===== src/rtl/spi_byte_engine.sv =====
`default_nettype none
// ============================================================================
// Module      : spi_byte_engine
// Description : Single-byte SPI master, mode 0 (CPOL=0, CPHA=0). Each accepted
//               byte is sent as one chip-select frame: CS setup, 16 SCK edges,
//               CS hold, then an optional CS-inactive gap before the engine
//               accepts the next byte.
// Parameters  : CLKS_PER_HALF_BIT  clk cycles per SCK half-period (1..255)
//               CS_INACTIVE_CLKS   minimum cs_n-high cycles between frames (0..255)
// Macro       : SPI_LOOPBACK_EN    adds i_loopback; when high the receive
//                                  sampler takes the internal mosi, not i_miso
// Ports       : clk, rst (async, active-high)
//               i_tx_byte/i_tx_dv/o_tx_ready  byte request handshake
//               o_rx_dv/o_rx_byte             received byte, one-cycle strobe
//               o_busy                        inverse of o_tx_ready
//               o_sck/o_mosi/i_miso/o_cs_n    SPI pins
// Revision    : 1.0  initial release
// ============================================================================
module spi_byte_engine #(
  parameter int CLKS_PER_HALF_BIT = 2,
  parameter int CS_INACTIVE_CLKS  = 1
) (
  input  logic       clk,
  input  logic       rst,
  input  logic [7:0] i_tx_byte,
  input  logic       i_tx_dv,
  output logic       o_tx_ready,
  output logic       o_rx_dv,
  output logic [7:0] o_rx_byte,
  output logic       o_busy,
  output logic       o_sck,
  output logic       o_mosi,
  input  logic       i_miso,
`ifdef SPI_LOOPBACK_EN
  input  logic       i_loopback,
`endif
  output logic       o_cs_n
);

  localparam logic [2:0] IDLE     = 3'd0;
  localparam logic [2:0] CS_SETUP = 3'd1;
  localparam logic [2:0] SHIFT    = 3'd2;
  localparam logic [2:0] CS_HOLD  = 3'd3;
  localparam logic [2:0] CS_GAP   = 3'd4;

  // Terminal counts; 8 bits covers a half-period of 255 clocks without wrap.
  localparam logic [7:0] c_HALF_LAST = 8'(CLKS_PER_HALF_BIT - 1);
  localparam logic [7:0] c_GAP_LAST  = 8'(CS_INACTIVE_CLKS - 1);

  logic [2:0] r_state;
  logic [7:0] r_cnt;
  logic [3:0] r_edge;     // SCK edges already produced in this frame
  logic       r_sck;
  logic       r_mosi;
  logic       r_cs_n;
  logic [7:0] r_tx_sr;
  logic [7:0] r_rx_sr;
  logic [7:0] r_rx_byte;
  logic       r_rx_dv;

  logic w_half_done;
  logic w_rx_in;

  assign w_half_done = (r_cnt == c_HALF_LAST);

`ifdef SPI_LOOPBACK_EN
  assign w_rx_in = i_loopback ? r_mosi : i_miso;
`else
  assign w_rx_in = i_miso;
`endif

  always_ff @(posedge clk or posedge rst) begin
    if (rst) begin
      r_state   <= IDLE;
      r_cnt     <= 8'd0;
      r_edge    <= 4'd0;
      r_sck     <= 1'b0;
      r_mosi    <= 1'b0;
      r_cs_n    <= 1'b1;
      r_tx_sr   <= 8'd0;
      r_rx_sr   <= 8'd0;
      r_rx_byte <= 8'd0;
      r_rx_dv   <= 1'b0;
    end else begin
      r_rx_dv <= 1'b0;
      case (r_state)
        IDLE: begin
          r_cnt  <= 8'd0;
          r_edge <= 4'd0;
          if (i_tx_dv) begin
            // Bit 7 is presented together with the falling cs_n.
            r_tx_sr <= i_tx_byte;
            r_mosi  <= i_tx_byte[7];
            r_cs_n  <= 1'b0;
            r_state <= CS_SETUP;
          end
        end

        CS_SETUP: begin
          if (w_half_done) begin
            r_cnt   <= 8'd0;
            r_state <= SHIFT;
          end else begin
            r_cnt <= r_cnt + 8'd1;
          end
        end

        // SCK stays low for the first half-period here, so the first rising
        // edge lands a full half-period after setup ends.
        SHIFT: begin
          if (w_half_done) begin
            r_cnt  <= 8'd0;
            r_sck  <= ~r_sck;
            r_edge <= r_edge + 4'd1;
            if (!r_sck) begin
              r_rx_sr <= {r_rx_sr[6:0], w_rx_in};
            end else if (r_edge != 4'd15) begin
              r_tx_sr <= r_tx_sr << 1;
              r_mosi  <= r_tx_sr[6];
            end
            // Final falling edge: all 8 samples were taken on the rising
            // edge before it, so the byte can be published now.
            if (r_edge == 4'd15) begin
              r_rx_byte <= r_rx_sr;
              r_rx_dv   <= 1'b1;
              r_state   <= CS_HOLD;
            end
          end else begin
            r_cnt <= r_cnt + 8'd1;
          end
        end

        CS_HOLD: begin
          if (w_half_done) begin
            r_cnt   <= 8'd0;
            r_cs_n  <= 1'b1;
            r_mosi  <= 1'b0;
            r_state <= (CS_INACTIVE_CLKS == 0) ? IDLE : CS_GAP;
          end else begin
            r_cnt <= r_cnt + 8'd1;
          end
        end

        CS_GAP: begin
          if (r_cnt == c_GAP_LAST) begin
            r_cnt   <= 8'd0;
            r_state <= IDLE;
          end else begin
            r_cnt <= r_cnt + 8'd1;
          end
        end

        default: begin
          r_state <= IDLE;
          r_cnt   <= 8'd0;
          r_cs_n  <= 1'b1;
          r_sck   <= 1'b0;
          r_mosi  <= 1'b0;
        end
      endcase
    end
  end

  assign o_tx_ready = (r_state == IDLE);
  assign o_busy     = (r_state != IDLE);
  assign o_rx_dv    = r_rx_dv;
  assign o_rx_byte  = r_rx_byte;
  assign o_sck      = r_sck;
  assign o_mosi     = r_mosi;
  assign o_cs_n     = r_cs_n;

endmodule
`default_nettype wire

===== config.mk =====
export PLATFORM = sky130hd
export DESIGN_NAME = spi_byte_engine
export DESIGN_NICKNAME = d
export VERILOG_FILES = /design/src/rtl/spi_byte_engine.sv
export SDC_FILE = /design/constraint.sdc
export NUM_CORES = 1
export LEC_CHECK = 0
export ABC_CLOCK_PERIOD_IN_PS = 1970
export BUFFER_PORTS_ARGS = -buffer_cell sky130_fd_sc_hd__buf_2
export CELL_PAD_IN_SITES_DETAIL_PLACEMENT = 0
export CELL_PAD_IN_SITES_GLOBAL_PLACEMENT = 1
export CORE_MARGIN = 2
export CORE_UTILIZATION = 42
export DETAILED_ROUTE_END_ITERATION = 6
export HOLD_SLACK_MARGIN = 0.15
export PLACE_DENSITY_LB_ADDON = 0.3
export SYNTH_ARGS = -nofsm -noshare
export SYNTH_HDL_FRONTEND = slang
export SYNTH_SLANG_ARGS = --single-unit

===== constraint.sdc =====
create_clock -name clk -period 1.97 [get_ports clk]
set_input_delay 0.4925 -clock clk [delete_from_list [all_inputs] [get_ports clk]]
set_output_delay 0.4925 -clock clk [all_outputs]
set_load 0.02 [all_outputs]

### Word-level counts from Yosys, hierarchy flattened

Index checks and enable logic that the tools add are counted.

* reductions and logical operators: 16
* mux-type cells: 31
* bitwise gates (word level): 4
* add/sub/neg operators: 2
* equality and inequality tests: 15

Operator list (number)
* two-way mux 7 bit: 4
* two-way mux 3 bit: 6
* two-way mux 8 bit: 2
* inequality test 2 bit (second input constant): 8
* case mux 8 bit (2 select lines): 1
* case mux 3 bit (5 select lines): 1
* case mux 7 bit (2 select lines): 1
* AND reduction 6 bit: 2
* two-way mux 1 bit: 11
* AND reduction 3 bit: 3
* adder 8 x 1 -> 8 bit (second input constant): 1
* == test 8 x 1 -> 1 bit (second input constant): 1
* logical NOT 8 bit: 1
* case mux 4 bit (2 select lines): 1
* == test 3 x 2 -> 1 bit (second input constant): 2
* OR reduction 3 bit: 2
* AND reduction 5 bit: 1
* adder 4 x 1 -> 4 bit (second input constant): 1
* == test 4 bit (second input constant): 1
* two-way mux 4 bit: 1
* inequality test 4 bit (second input constant): 1
* inverter 1 bit: 4
* case mux 1 bit (4 select lines): 1
* AND reduction 2 bit: 2
* 9 further kinds: 9

* word-level logic and storage cells: 78
* input port bits: 12
* bits in registers: 42
* output and inout port bits: 14

### Logic depth before layout (Yosys ltp)

* depth in word-level cells: 5
* mapped depth: 8
* depth with buffers taken out: 6

### Worst setup path before layout

No wires, ideal clock.

* kind: register to register
* from: reg r_cnt[1]
* to: reg r_rx_sr[0]
* setup slack: 76 ps
* period minus slack after synthesis: 1894 ps
* stages on the path, launching flop included: 9
* data required time: 1845 ps
* library setup time: 125 ps
* path buffers: 2
* arrival: 1769 ps
* path through: dfrtp_1 inv_1 ha_1 nor3b_4 and2_4 buf_8 and3_4 buf_12 mux2_4

* longest elaborated chain between the ends: 2

Ends and longest elaborated chain
* from (decl): RTL line 51 `logic [7:0] r_cnt;`
* from (signal assigned): RTL line 104 `r_cnt <= r_cnt + 8'd1;`
* from (signal assigned): RTL line 129 `r_cnt <= r_cnt + 8'd1;`
* from (signal assigned): RTL line 140 `r_cnt <= r_cnt + 8'd1;`
* == test 8 x 1 -> 1 bit: RTL line 64 `assign w_half_done = (r_cnt == c_HALF_LAST);`
* AND reduction 3 bit (no source line)
* to (signal assigned): RTL line 116 `r_rx_sr <= {r_rx_sr[6:0], w_rx_in};`
* to (decl): RTL line 57 `logic [7:0] r_rx_sr;`

Every way passes these cells.
A chain may end at the register's enable or synchronous reset.

### Worst setup path in the final report

* from: reg r_cnt[1]
* to: reg r_tx_sr[5]

* longest elaborated chain between the ends: 3

Ends and longest elaborated chain
* == test 8 x 1 -> 1 bit: RTL line 64
* inequality test 2 bit (no source line)
* AND reduction 5 bit (no source line)
* to (signal assigned): RTL line 92 `r_tx_sr <= i_tx_byte;`
* to (signal assigned): RTL line 118 `r_tx_sr <= r_tx_sr << 1;`
* to (decl): RTL line 56 `logic [7:0] r_tx_sr;`

Every way passes these cells.

==> summary by stage <==
Placement
Buffers placed on the I/O ports in this run total 25. The placed cell area is between 2000 and 2500 um^2. Once placement completed, the tool counted placed cells totaling 277. Detailed placement ended at an HPWL of between 2 and 3 mm. Routability-driven placement finished with a final weighted congestion of 0.819.

Logic synthesis
The post-synth net total is 194. For this run, the leading register cell type out of synthesis is sky130_fd_sc_hd__dfrtp_1. The number of synthesized register bits is 42. The fraction of synthesis flops using an asynchronous set or reset pin is 1.00. By instance count, the leading cell after synthesis is sky130_fd_sc_hd__dfrtp_1.

In this run, synthesis inferred 0 flip-flops with an integrated enable. Yosys attributes the largest share of cell area to sky130_fd_sc_hd__dfrtp_1 (48%), sky130_fd_sc_hd__mux2_2 (10%), sky130_fd_sc_hd__mux2_4 (5.6%), sky130_fd_sc_hd__nor2_1 (2.8%), sky130_fd_sc_hd__ha_1 (2.3%). The share of synthesized area in the top cell type comes to 0.478.

The average instance area after synthesis is 12.1 um^2. Of the synthesized area, sequential elements account for 0.490. The cell area after synthesis is 2150 um^2. The cell taking the most area after synthesis is sky130_fd_sc_hd__dfrtp_1. The count of distinct cell types in the synthesized netlist is 48. The number of warnings reported in the yosys synthesis log is 0. The gate count after technology mapping is about 180. The commonest cells after synthesis are sky130_fd_sc_hd__dfrtp_1 (41), sky130_fd_sc_hd__mux2_2 (20), sky130_fd_sc_hd__nor2_1 (16), sky130_fd_sc_hd__nand3_1 (10).

Floorplanning
The overall die height is 75.5 um. The floorplan step defined a die boundary enclosing around 5700 um^2. The count of standard-cell rows is 26. 26 I/O pins were placed. The floorplan step defined a core boundary enclosing 5010 um^2. The starting utilization of the core area is 0.429.

Measured along the x axis, the die boundary spans 75.5 um.

Timing
The actual transition at the worst max-transition pin is 503 ps. The clock period minus final worst setup slack is 1840 ps. The final number of max-transition violations is 0. Setup violations remaining at the end of the flow were counted as 0.

The setup TNS after final layout is 0 ps. The fmax is 543 MHz. The headroom to the max-slew limit is 0.665.

Between clock sinks in the finished design, the worst skew comes to 5.05 ps. Setup repair after global routing left no endpoint under its margin. The number of endpoints with negative hold slack in the final report is 0. In the finished design, the share of the clock period the worst path needs comes to 0.935.

Detailed routing
Before antenna repair, the detailed router went through 4 iterations. After the first detailed-routing iteration, the DRC count stood at 87. Once detail routing completed, the nets flagged for antenna violations numbered 0. The mean number of vias per cell is around 5. In the final routed layout, each cell accounts on average for 13.7 um. For this block, the via count after detailed routing is 1,452. The final wirelength is 3.89 mm. The count of unresolved DRC violations after routing is 0.

Power and ir drop
Summing internal, switching and leakage power gives 0.00368 W. The analysis attributes to cell leakage a power of roughly 1.2 nW. Dividing total power by cell area gives a power density of 1460 nW/um^2. IR analysis of the VDD net gives a maximum drop of 0.663 mV.

Critical path
By startpoint and endpoint, the worst setup path is classified as reg -> reg. The source of the critical timing path is r_cnt[1]$_DFF_PP0_. The largest individual stage delay along the critical path comes from the cell sky130_fd_sc_hd__dfrtp_1.

The worst setup path is launched from a register. The delay of the slowest cell on the worst path is 430 ps. The endpoint required time on the critical path is 2150 ps.

The kind of capture point of the worst setup path is a register. Along the worst path, the maximum fanout reaches 7. The startpoint of the most critical register-to-register path is r_cnt[1]$_DFF_PP0_.

The signal on the critical path passes through inv_1 > ha_1 > and4bb_2 > nand4_4 > a21oi_4 > mux2_2. The data arrival time of the worst path is 2030 ps.

Clock network
TritonCTS built the clock tree. CTS built an H-tree with a depth of 2. The total clock sinks is between 40 and 50. After clock tree synthesis, the clock-pin slew on the worst setup and hold paths is 80 ps.

The clock reaches the later pin of the worst-skew pair after 300 ps. The number of setup buffers added after CTS is 0. The maximum count of clock buffers along a single path is 2. The clock buffer count from CTS is 5. The cell sitting at the root of the clock tree is a sky130_fd_sc_hd__clkbuf_8.

Final layout
The number of filler instances in the final layout is 466. The post-route cell area is roughly 2500 um^2. The area growth from synthesis to layout is 17.5%. Of the cells placed in the final design, the portion with a size suffix greater than 1 is 0.400.

The final cell count without fillers is around 290. The final layout contains between 200 and 250 nets. The antenna diode instance count is 0.

Hold path
The path class of the lowest-slack min-delay path is in -> async.

Run
The number of maximum-capacitance constraint violations is 0.

Global routing
The number of global-route vias before repair came to between 1,000 and 1,500. Entering global routing, the biggest net connects 43 pins. The initial antenna violation count is 0. The total track usage is 0.152. The leftover overflow at the end of global routing is 0.

The first global-routing pass estimated between 6 and 7 mm of wire.

Outcome
The flow ran to the end, and the final reports show no timing, DRC or antenna violations.
per-stage QoR:
step	setup slack, ps	hold WS (ps)	utilization
floorplan	75.8	464	-
global placement	147	477	0.475
detailed placement	110	490	0.475
CTS	18.7	330	0.502
global route	24.9	356	0.503
finish	129	310	0.503
report_power, final:
group          total [W]  switching (W)  internal (W)
clock network   0.000811       0.000303      0.000508
registers        0.00135       0.000229       0.00113
logic            0.00151       0.000747      0.000763
state kept, by name, summed over array words and instances (netlist names):
name	flops
o_rx_byte	8
r_edge	4
o_rx_dv	1
o_mosi	1
o_sck	1
r_cnt	8
r_state	3
r_rx_sr	8
r_tx_sr	7
o_cs_n	1
worst max-delay path: cells and delay by family, from the launching register on:
family,cells,cell delay [ps]
compound gates,1,250
mux,1,370
fa+ha+maj,1,180
flops,1,430
simple gates,2,410
buf+inv,1,100
repair_timing:
item | 4_1_cts | 5_1_grt
hold buffers | 0 | 0
setup endpoints to repair | 0 | 3
resized for setup | 0 | 2
layout make-up:
type	count	area (um^2)	area share
clock buffers	5	68.8	0.0273
multi-input cells	120	998	0.396
flip-flops and latches	42	1050	0.418
inverters	9	37.5	0.0149
clock inverters	3	68.8	0.0273
well taps	70	87.6	0.0347
repair buffers	36	208	0.0823
worst paths after layout:
check	endpoint	slack [ps]	cells after the start
max reg2reg	r_tx_sr[5]$_DFFE_PP0P_	130	6
max	r_tx_sr[5]$_DFFE_PP0P_	130	6
min in group clk	r_rx_sr[0]$_DFFE_PP0P_	420	2
min reg2reg	o_cs_n$_DFFE_PP1P_	500	2
max in group asynchronous	o_cs_n$_DFFE_PP1P_	1290	3
min	o_rx_byte[7]$_DFFE_PP0P_	310	3
per-layer routing:
metal,global-route usage,part of all wire
met1,0.187,0.45
met2,0.256,0.50
met3,0.0291,0.033
met4,0.0741,0.021
met5,0,0
cell usage in the layout, fill, tap and decap left out, types with 2 or more instances in the layout:
cell / n
sky130_fd_sc_hd__a21oi_1: 4
sky130_fd_sc_hd__a221oi_1: 2
sky130_fd_sc_hd__a31oi_1: 3
sky130_fd_sc_hd__and3_1: 3
sky130_fd_sc_hd__buf_2: 25
sky130_fd_sc_hd__buf_4: 11
sky130_fd_sc_hd__bufinv_16: 2
sky130_fd_sc_hd__clkbuf_8: 5
sky130_fd_sc_hd__dfrtp_1: 40
sky130_fd_sc_hd__ha_1: 4
sky130_fd_sc_hd__inv_1: 8
sky130_fd_sc_hd__mux2_2: 20
sky130_fd_sc_hd__mux2_4: 8
sky130_fd_sc_hd__nand2_1: 7
sky130_fd_sc_hd__nand3_1: 10
sky130_fd_sc_hd__nand4_1: 3
sky130_fd_sc_hd__nor2_1: 16
sky130_fd_sc_hd__nor2b_1: 2
sky130_fd_sc_hd__o21ai_0: 8
sky130_fd_sc_hd__xnor2_1: 2
sky130_fd_sc_hd__xor2_1: 5
cell families (layout without fill, tap and decap cells):
group                      count (synthesis)  after routing  synth area share
buffers and inverters                     16             53            0.0449
xor gates and xnor gates                   7              7            0.0286
muxes                                     29             29             0.166
adders and majority gates                  4              4            0.0233
and+or+nand+nor                           55             55             0.167
AOI/OAI and AO/OA                         25             25            0.0810
DFF                                       42             42             0.490
No activity file was read; power rests on OpenSTA's default activity.
